$ cat src/rtl/i2c_pkg.sv
// Shared I2C clock-generator definitions: mode/phase encodings, bus rates,
// divider computation and phase output decode.
package i2c_pkg;

  localparam int unsigned RATE_STD   = 100_000;
  localparam int unsigned RATE_FAST  = 400_000;
  localparam int unsigned RATE_FASTP = 1_000_000;

  typedef enum logic [1:0] {
    MODE_STD   = 2'd0,
    MODE_FAST  = 2'd1,
    MODE_FASTP = 2'd2,
    MODE_RSVD  = 2'd3
  } mode_e;

  typedef enum logic [2:0] {
    PH_IDLE = 3'd0,
    PH_P0   = 3'd1,
    PH_P1   = 3'd2,
    PH_P2   = 3'd3,
    PH_P3   = 3'd4
  } phase_e;

  function automatic int unsigned bus_rate(mode_e m);
    case (m)
      MODE_FAST:  return RATE_FAST;
      MODE_FASTP: return RATE_FASTP;
      default:    return RATE_STD;
    endcase
  endfunction

  // Quarter-period terminal count: each phase lasts div+1 system cycles.
  function automatic int unsigned div_for(int unsigned clk_hz, mode_e m);
    return clk_hz / (4 * bus_rate(m)) - 1;
  endfunction

  function automatic phase_e next_phase(phase_e p);
    case (p)
      PH_P0:   return PH_P1;
      PH_P1:   return PH_P2;
      PH_P2:   return PH_P3;
      default: return PH_P0;
    endcase
  endfunction

  // Returns {sclk, dclk} for a phase.
  function automatic logic [1:0] phase_lvl(phase_e p);
    case (p)
      PH_P0:   return 2'b10;
      PH_P1:   return 2'b00;
      PH_P2:   return 2'b01;
      default: return 2'b11;
    endcase
  endfunction

endpackage

$ cat src/rtl/i2c_sync.sv
// Two-flop synchronizer for the sensed SCL level; resets to the released (1) level.
module i2c_sync (
  input  logic clk,
  input  logic rst_n,
  input  logic d,
  output logic q
);

  logic meta;

  always_ff @(posedge clk or negedge rst_n) begin
    if (!rst_n) begin
      meta <= 1'b1;
      q    <= 1'b1;
    end else begin
      meta <= d;
      q    <= meta;
    end
  end

endmodule

$ cat src/rtl/i2c_clk_gen.sv
// I2C SCL/data-phase generator with Standard/Fast/Fast-plus rates.
// Slave clock stretching is built only when I2C_CLK_STRETCH_EN is defined.
module i2c_clk_gen
  import i2c_pkg::*;
#(
  parameter int unsigned CLK_HZ = 100_000_000,
  parameter int unsigned CNT_W  = 16
) (
  input  logic       clk,
  input  logic       rst_n,
  input  logic       en,
  input  logic [1:0] mode,
  input  logic       scl_in,
  output logic       sclk,
  output logic       dclk,
  output logic       q_stb,
  output logic       rise_stb,
  output logic       fall_stb,
  output logic       stretch
);

  localparam logic [CNT_W-1:0] DIV_STD   = CNT_W'(div_for(CLK_HZ, MODE_STD));
  localparam logic [CNT_W-1:0] DIV_FAST  = CNT_W'(div_for(CLK_HZ, MODE_FAST));
  localparam logic [CNT_W-1:0] DIV_FASTP = CNT_W'(div_for(CLK_HZ, MODE_FASTP));

  phase_e           phase;
  mode_e            mode_q;
  logic [CNT_W-1:0] cnt;
  logic [CNT_W-1:0] div;
  logic             hold;

  always_comb begin
    div = DIV_STD;
    case (mode_q)
      MODE_FAST:  div = DIV_FAST;
      MODE_FASTP: div = DIV_FASTP;
      default:    div = DIV_STD;
    endcase
  end

`ifdef I2C_CLK_STRETCH_EN
  logic scl_s;

  i2c_sync u_sync (
    .clk   (clk),
    .rst_n (rst_n),
    .d     (scl_in),
    .q     (scl_s)
  );

  // Ignore the first two P3 counts: the synchronizer still shows our own low drive.
  assign hold = (phase == PH_P3) && (cnt >= CNT_W'(2)) && !scl_s;
`else
  logic unused_scl_in;
  assign unused_scl_in = scl_in;
  assign hold          = 1'b0;
`endif

  always_ff @(posedge clk or negedge rst_n) begin
    if (!rst_n) begin
      phase    <= PH_IDLE;
      mode_q   <= MODE_STD;
      cnt      <= '0;
      sclk     <= 1'b1;
      dclk     <= 1'b1;
      q_stb    <= 1'b0;
      rise_stb <= 1'b0;
      fall_stb <= 1'b0;
      stretch  <= 1'b0;
    end else begin
      q_stb    <= 1'b0;
      rise_stb <= 1'b0;
      fall_stb <= 1'b0;
      if (!en) begin
        phase   <= PH_IDLE;
        cnt     <= '0;
        stretch <= 1'b0;
        sclk    <= 1'b1;
        dclk    <= 1'b1;
      end else if (phase == PH_IDLE) begin
        phase   <= PH_P0;
        cnt     <= '0;
        mode_q  <= mode_e'(mode);
        stretch <= 1'b0;
        {sclk, dclk} <= phase_lvl(PH_P0);
      end else if (hold) begin
        stretch <= 1'b1;
      end else begin
        stretch <= 1'b0;
        if (cnt == div) begin
          // Tick uses the old divider; the new mode is latched only at the period boundary.
          cnt          <= '0;
          q_stb        <= 1'b1;
          phase        <= next_phase(phase);
          {sclk, dclk} <= phase_lvl(next_phase(phase));
          if (phase == PH_P0) fall_stb <= 1'b1;
          if (phase == PH_P2) rise_stb <= 1'b1;
          if (phase == PH_P3) mode_q   <= mode_e'(mode);
        end else begin
          cnt <= cnt + 1'b1;
        end
      end
    end
  end

endmodule

$ cat config.mk
export PLATFORM = sky130hd
export DESIGN_NAME = i2c_clk_gen
export DESIGN_NICKNAME = d
export VERILOG_FILES = /design/src/rtl/i2c_pkg.sv /design/src/rtl/i2c_sync.sv /design/src/rtl/i2c_clk_gen.sv
export SDC_FILE = /design/constraint.sdc
export NUM_CORES = 1
export LEC_CHECK = 0
export BUFFER_PORTS_ARGS = -buffer_cell sky130_fd_sc_hd__buf_2
export CORE_ASPECT_RATIO = 1.75
export CORE_MARGIN = 8
export CORE_UTILIZATION = 55
export CTS_BUF_LIST = sky130_fd_sc_hd__clkbuf_8
export DETAILED_ROUTE_END_ITERATION = 8
export PLACE_DENSITY_LB_ADDON = 0.1
export RECOVER_POWER = 25
export SYNTH_ARGS = -nofsm -noshare
export SYNTH_HDL_FRONTEND = slang
export SYNTH_SLANG_ARGS = --single-unit
$ cat constraint.sdc
create_clock -name clk -period 1.68 [get_ports clk]
set_input_delay 0.252 -clock clk [delete_from_list [all_inputs] [get_ports clk]]
set_output_delay 0.252 -clock clk [all_outputs]
set_load 0.02 [all_outputs]
### After elaboration in Yosys (flattened, before gate mapping)

Index checks and enable logic that the tools add are counted.

| storage, ports and cells | value |
|---|---|
| register bits | 26 |
| input bits | 6 |
| output and inout port bits | 6 |
| word-level logic and storage cells | 55 |

| operators by class | value |
|---|---|
| add/subtract/negate cells | 1 |
| equal/unequal tests | 11 |
| mux-type cells | 31 |
| reductions and logical operators | 4 |

Operator list:

| operator | number |
|---|---|
| $mux W16 | 3 |
| $mux W1 | 17 |
| $add A16 B1 Y16 const B | 1 |
| $eq A16 B16 Y1 | 1 |
| $pmux W8 S2 | 1 |
| $mux W3 | 5 |
| $eq A3 B2 Y1 const B | 4 |
| $pmux W3 S3 | 1 |
| $eq A3 B1 Y1 const B | 2 |
| $mux W2 | 3 |
| $pmux W2 S3 | 1 |
| $reduce_bool A2 Y1 | 2 |
| $eq A3 B3 Y1 const B | 1 |
| $logic_not A3 Y1 | 1 |
| $ne A3 B1 Y1 const B | 1 |
| $reduce_and A3 Y1 | 1 |
| $eq A2 B1 Y1 const B | 1 |
| $eq A2 B2 Y1 const B | 1 |

### Longest topological paths before layout

| logic depth | value |
|---|---|
| word-level depth | 11 |
| gate-level depth with buffers | 7 |
| mapped depth without buffers | 6 |

### Worst setup path after synthesis

No wires, ideal clock.

| timing path | value |
|---|---|
| kind | reg-to-reg |
| start | reg mode_q[0] |
| end | reg cnt[10] |
| arrival time | 1.713 ns |
| data required time | 1.561 ns |
| slack | -0.152 ns |
| stages on the path, launching flop included | 8 |
| buffers on the path | 1 |
| clock period less this slack | 1.832 ns |
| cells stage by stage | dfrtp_1 -> inv_1 -> ha_1 -> or3_4 -> a22o_4 -> o21ai_4 -> buf_6 -> nor2_2 |

| between the ends | value |
|---|---|
| word-level cells in the longest chain between the ends | 6 |

Ends and longest elaborated chain:

| what | line | source |
|---|---|---|
| start: declaration | i2c_clk_gen.sv:27 | `mode_e mode_q;` |
| start signal: assignment | i2c_clk_gen.sv:83 | `mode_q <= mode_e'(mode);` |
| start signal: assignment | i2c_clk_gen.sv:98 | `if (phase == PH_P3) mode_q <= mode_e'(mode);` |
| $eq A2 B2 Y1 or $eq A2 B1 Y1 (tied branches) | i2c_clk_gen.sv:34 | `case (mode_q)` |
| $pmux W8 S2 * | i2c_clk_gen.sv:34 |  |
| $eq A16 B16 Y1 * | i2c_clk_gen.sv:90 | `if (cnt == div) begin` |
| $mux W16 * | i2c_clk_gen.sv:90 |  |
| $mux W16 * | i2c_clk_gen.sv:80 | `end else if (phase == PH_IDLE) begin` |
| $mux W16 * | i2c_clk_gen.sv:74 | `if (!en) begin` |
| end signal: assignment | i2c_clk_gen.sv:100 | `cnt <= cnt + 1'b1;` |
| end: declaration | i2c_clk_gen.sv:28 | `logic [CNT_W-1:0] cnt;` |

Every way passes the cells marked *; elsewhere a longest branch is shown, timed or not.
A chain may end at the register's enable or synchronous reset.

### Worst setup path in the final report

| timing path | value |
|---|---|
| start | reg mode_q[0] |
| end | reg cnt[15] |

The elaborated chain is that of the path after synthesis.

==> out/results.ini <==
[routing]
detail_routed_via_count_per_cell=6.05
ant_nets=0
wl_per_cell_um=17.2
via_count=1222
drtIter0Drc=39
postRouteWirelength_um=3470
dr_drc_count=0
first_pass_iters=4

[grt]
first_pass_grt_wire_length_um=5700
gr-usage-met1=0.157
grt-busiest-layer=met2
antenna_found_initial=0
pin_count_of_the_biggest_net_entering_global_routing=27
track_usage=0.159
grt_pass1_vias=1336
groute.layer.met2.usage=0.301
use_met3=0.0232
grt.overflow.total=0

[yosys]
synth.mux.area_fraction=0
postSynthAreaPerCell_um2=10.1
combinational_family_with_the_most_area_after_synthesis=simple AND/OR/NAND/NOR gates
synth_enable_flop_cells=0
synth_cell_type_count=43
synth-simple-area-share=0.273
synth_async_sr_flop_share=1.00
synth_area_leaders=sky130_fd_sc_hd__dfrtp_1 (42%), sky130_fd_sc_hd__nor2_2 (4.4%), sky130_fd_sc_hd__nand3_1 (3.8%), sky130_fd_sc_hd__dfstp_2 (3.7%), sky130_fd_sc_hd__xnor2_1 (3.7%)
synthTopCellsByCount=sky130_fd_sc_hd__dfrtp_1 (24), sky130_fd_sc_hd__nand3_1 (11), sky130_fd_sc_hd__nor2_2 (10)
synth.net_count=152
number_of_cells_produced_by_synthesis=143
synth_compound_gate_area_share=0.125
synthFlopType=sky130_fd_sc_hd__dfrtp_1
ys_seq_elements=26
yosys.cell_count.top_type=sky130_fd_sc_hd__dfrtp_1
synthAdderAreaFrac=0.0261
netlist_area_um2=1440
synthXorXnorAreaFrac=0.0731
yosysTopAreaCell=sky130_fd_sc_hd__dfrtp_1
yosysWarningCount=0
synth.yosys.seq_area_share=0.454
synth_largest_type_area_fraction=0.418

[clock_tree]
cts.clk_slew.worst_paths_ns=0.09
htree_levels=1
latest_clock_arrival_within_the_worst_skew_pair_ns=0.27
clk_sinks=26
cts.path.max_buffers=2
cts-buffers-inserted=3
tritoncts=built
ctsRootBufferMaster=sky130_fd_sc_hd__clkbuf_8

[timing]
maxClockFrequency_ghz=0.548
setup_total_negative_slack_ns=-2.51
finalHoldViolations=0
postLayoutSetupSlackWorst_ns=-0.144
setup_viol=22
maxSlewHeadroom=0.563
period_needed_ns=1.82
grt_setup_unrepaired=true
worst_slew_pin_slew_ns=0.655
final.setup_skew_ns=0.00278
slew_violations=0
post-route-period-util=1.09

[critical_path]
critPathTopFamily=compound AO/OA/AOI/OAI gates
critPathRequiredTime_ns=1.83
cp-end-kind=register
cp_slowest_stage_delay_ns=0.39
start_kind=register
worst-endpoint-arrival_ns=1.98
critical_path_buffers_and_inverters=2
critical-path-slowest-cell=sky130_fd_sc_hd__dfrtp_1
setup.worst_path.class=reg2reg
cp_cell_sequence=inv_2, ha_4, or3_4, a22o_4, o21ai_4, buf_12, a21oi_1
worstPathMaxFanout=15

[power_and_ir_drop]
p_switching_uw=312
clock_share_of_power=0.380
power_density_nw_per_um2=723
power.share.switching=0.229
seqPwrFrac=0.474
irDropWorstVdd_mv=0.478
cell_internal_pwr_mw=1.05
comb_power_share=0.146
leakagePower_nw=0.796

[hold_path]
holdCritPathClass=in2reg

[die]
die_w_um=54.6
fp-row-count=24
floorplan.io_pins=12
die_area_um2=4570
core-area_um2=2490
chipHeight_um=83.6
initial_core_util=0.577

[layout]
areaGrowthSynthToFinish_pct=31.4
total_nets_final=186
post_layout_nonfiller_instances=202
antenna_cells_inserted=0
layout-drive-gt1-share=0.426

[status]
violations=setup timing
result_of_the_run=finished, violations left

[place]
dpl.hpwl_um=2510
dp_cells=195
placement.io_buffers=9
finalWeightedCongestion=0.838

[job]
cap_violations=0

-- worst paths after layout --
kind / slack, ns / end / startpoint / cells past startpoint
worst min register to register: 0.54 / dclk / dclk / 2
worst max-delay path: -0.14 / cnt[15] / mode_q[0] / 7
worst min-delay path: 0.28 / phase[0] / en / 2
max in group asynchronous: 0.73 / rise_stb / rst_n / 2
min in group asynchronous: 0.54 / cnt[3] / rst_n / 2
worst max register to register: -0.14 / cnt[15] / mode_q[0] / 7
-- power groups by stage --
stage / clock [mW] / sequential, mW / combinational [mW]
5_1_grt: 0.549 / 0.648 / 0.218
6_report: 0.519 / 0.647 / 0.199
3_5_place_dp: 0 / 0.657 / 0.151
2_1_floorplan: 0 / 0.660 / 0.0846
3_3_place_gp: 0 / 0.657 / 0.144
4_1_cts: 0.525 / 0.646 / 0.178
-- per-stage QoR --
stage	hold WS, ns	utilization	instance area (um2)	worst slack, ns	power [mW]
after floorplan	-0.0436	-	1440	-0.149	0.745
after global placement	0.275	0.665	1660	-0.135	0.801
after detailed placement	0.283	0.665	1660	-0.191	0.808
after CTS	0.273	0.732	1820	-0.177	1.35
after global routing	0.272	0.758	1890	-0.213	1.42
final	0.275	0.758	1890	-0.144	1.37
-- cells by family after synthesis --
group           Yosys count
xor+xnor                 12
other cells               1
simple gates             68
fa+ha+maj                 3
compound gates           22
buf+inv                  11
flops                    26
-- worst register-to-register path: cells and delay by family, from the launching register on --
family / cells / cell delay (ns)
AO/OA/AOI/OAI: 3 / 0.53
adder cells (fa/ha/maj): 1 / 0.20
buffers and inverters: 2 / 0.25
flip-flops: 1 / 0.39
AND/OR/NAND/NOR: 1 / 0.34
-- timing repair --
action,CTS,global route
gates resized for setup,16,12
buffers inserted,1,3
setup endpoints to repair,25,26
hold buffers,1,0
hold endpoints to repair,24,0
pin swaps,9,7
-- layout by cell type, fill, tap and decap left out, types with 4 or more instances in the layout --
master	count
sky130_fd_sc_hd__and3_1	4
sky130_fd_sc_hd__buf_2	8
sky130_fd_sc_hd__buf_4	21
sky130_fd_sc_hd__buf_6	4
sky130_fd_sc_hd__dfrtp_1	24
sky130_fd_sc_hd__nand2_1	9
sky130_fd_sc_hd__nand3_1	10
sky130_fd_sc_hd__nor2_1	4
sky130_fd_sc_hd__nor2_2	10
sky130_fd_sc_hd__xnor2_1	5
sky130_fd_sc_hd__xor2_1	6
-- state kept, by name, summed over array words and instances (netlist names) --
name,count
cnt,16
dclk,1
fall_stb,1
mode_q,2
phase,3
q_stb,1
rise_stb,1
sclk,1
-- layer usage --
layer / wire length, um / up-vias / part of all wire
met5: 0 / - / 0
met4: 51 / 0 / 0.015
met3: 79 / 4 / 0.023
met2: 2050 / 22 / 0.59
met1: 1290 / 616 / 0.37
li1: - / 580 / -
-- final cells by class --
| cell class | instances | area (um2) |
|---|---|---|
| repair buffers | 36 | 278 |
| fillers | 166 | 603 |
| clock inverters | 1 | 30.0 |
| flip-flops and latches | 26 | 653 |
| well taps | 26 | 32.5 |
| multi-input cells | 106 | 837 |
| inverters | 4 | 17.5 |
| clock buffers | 3 | 41.3 |
No activity file was read; power rests on OpenSTA's default activity.
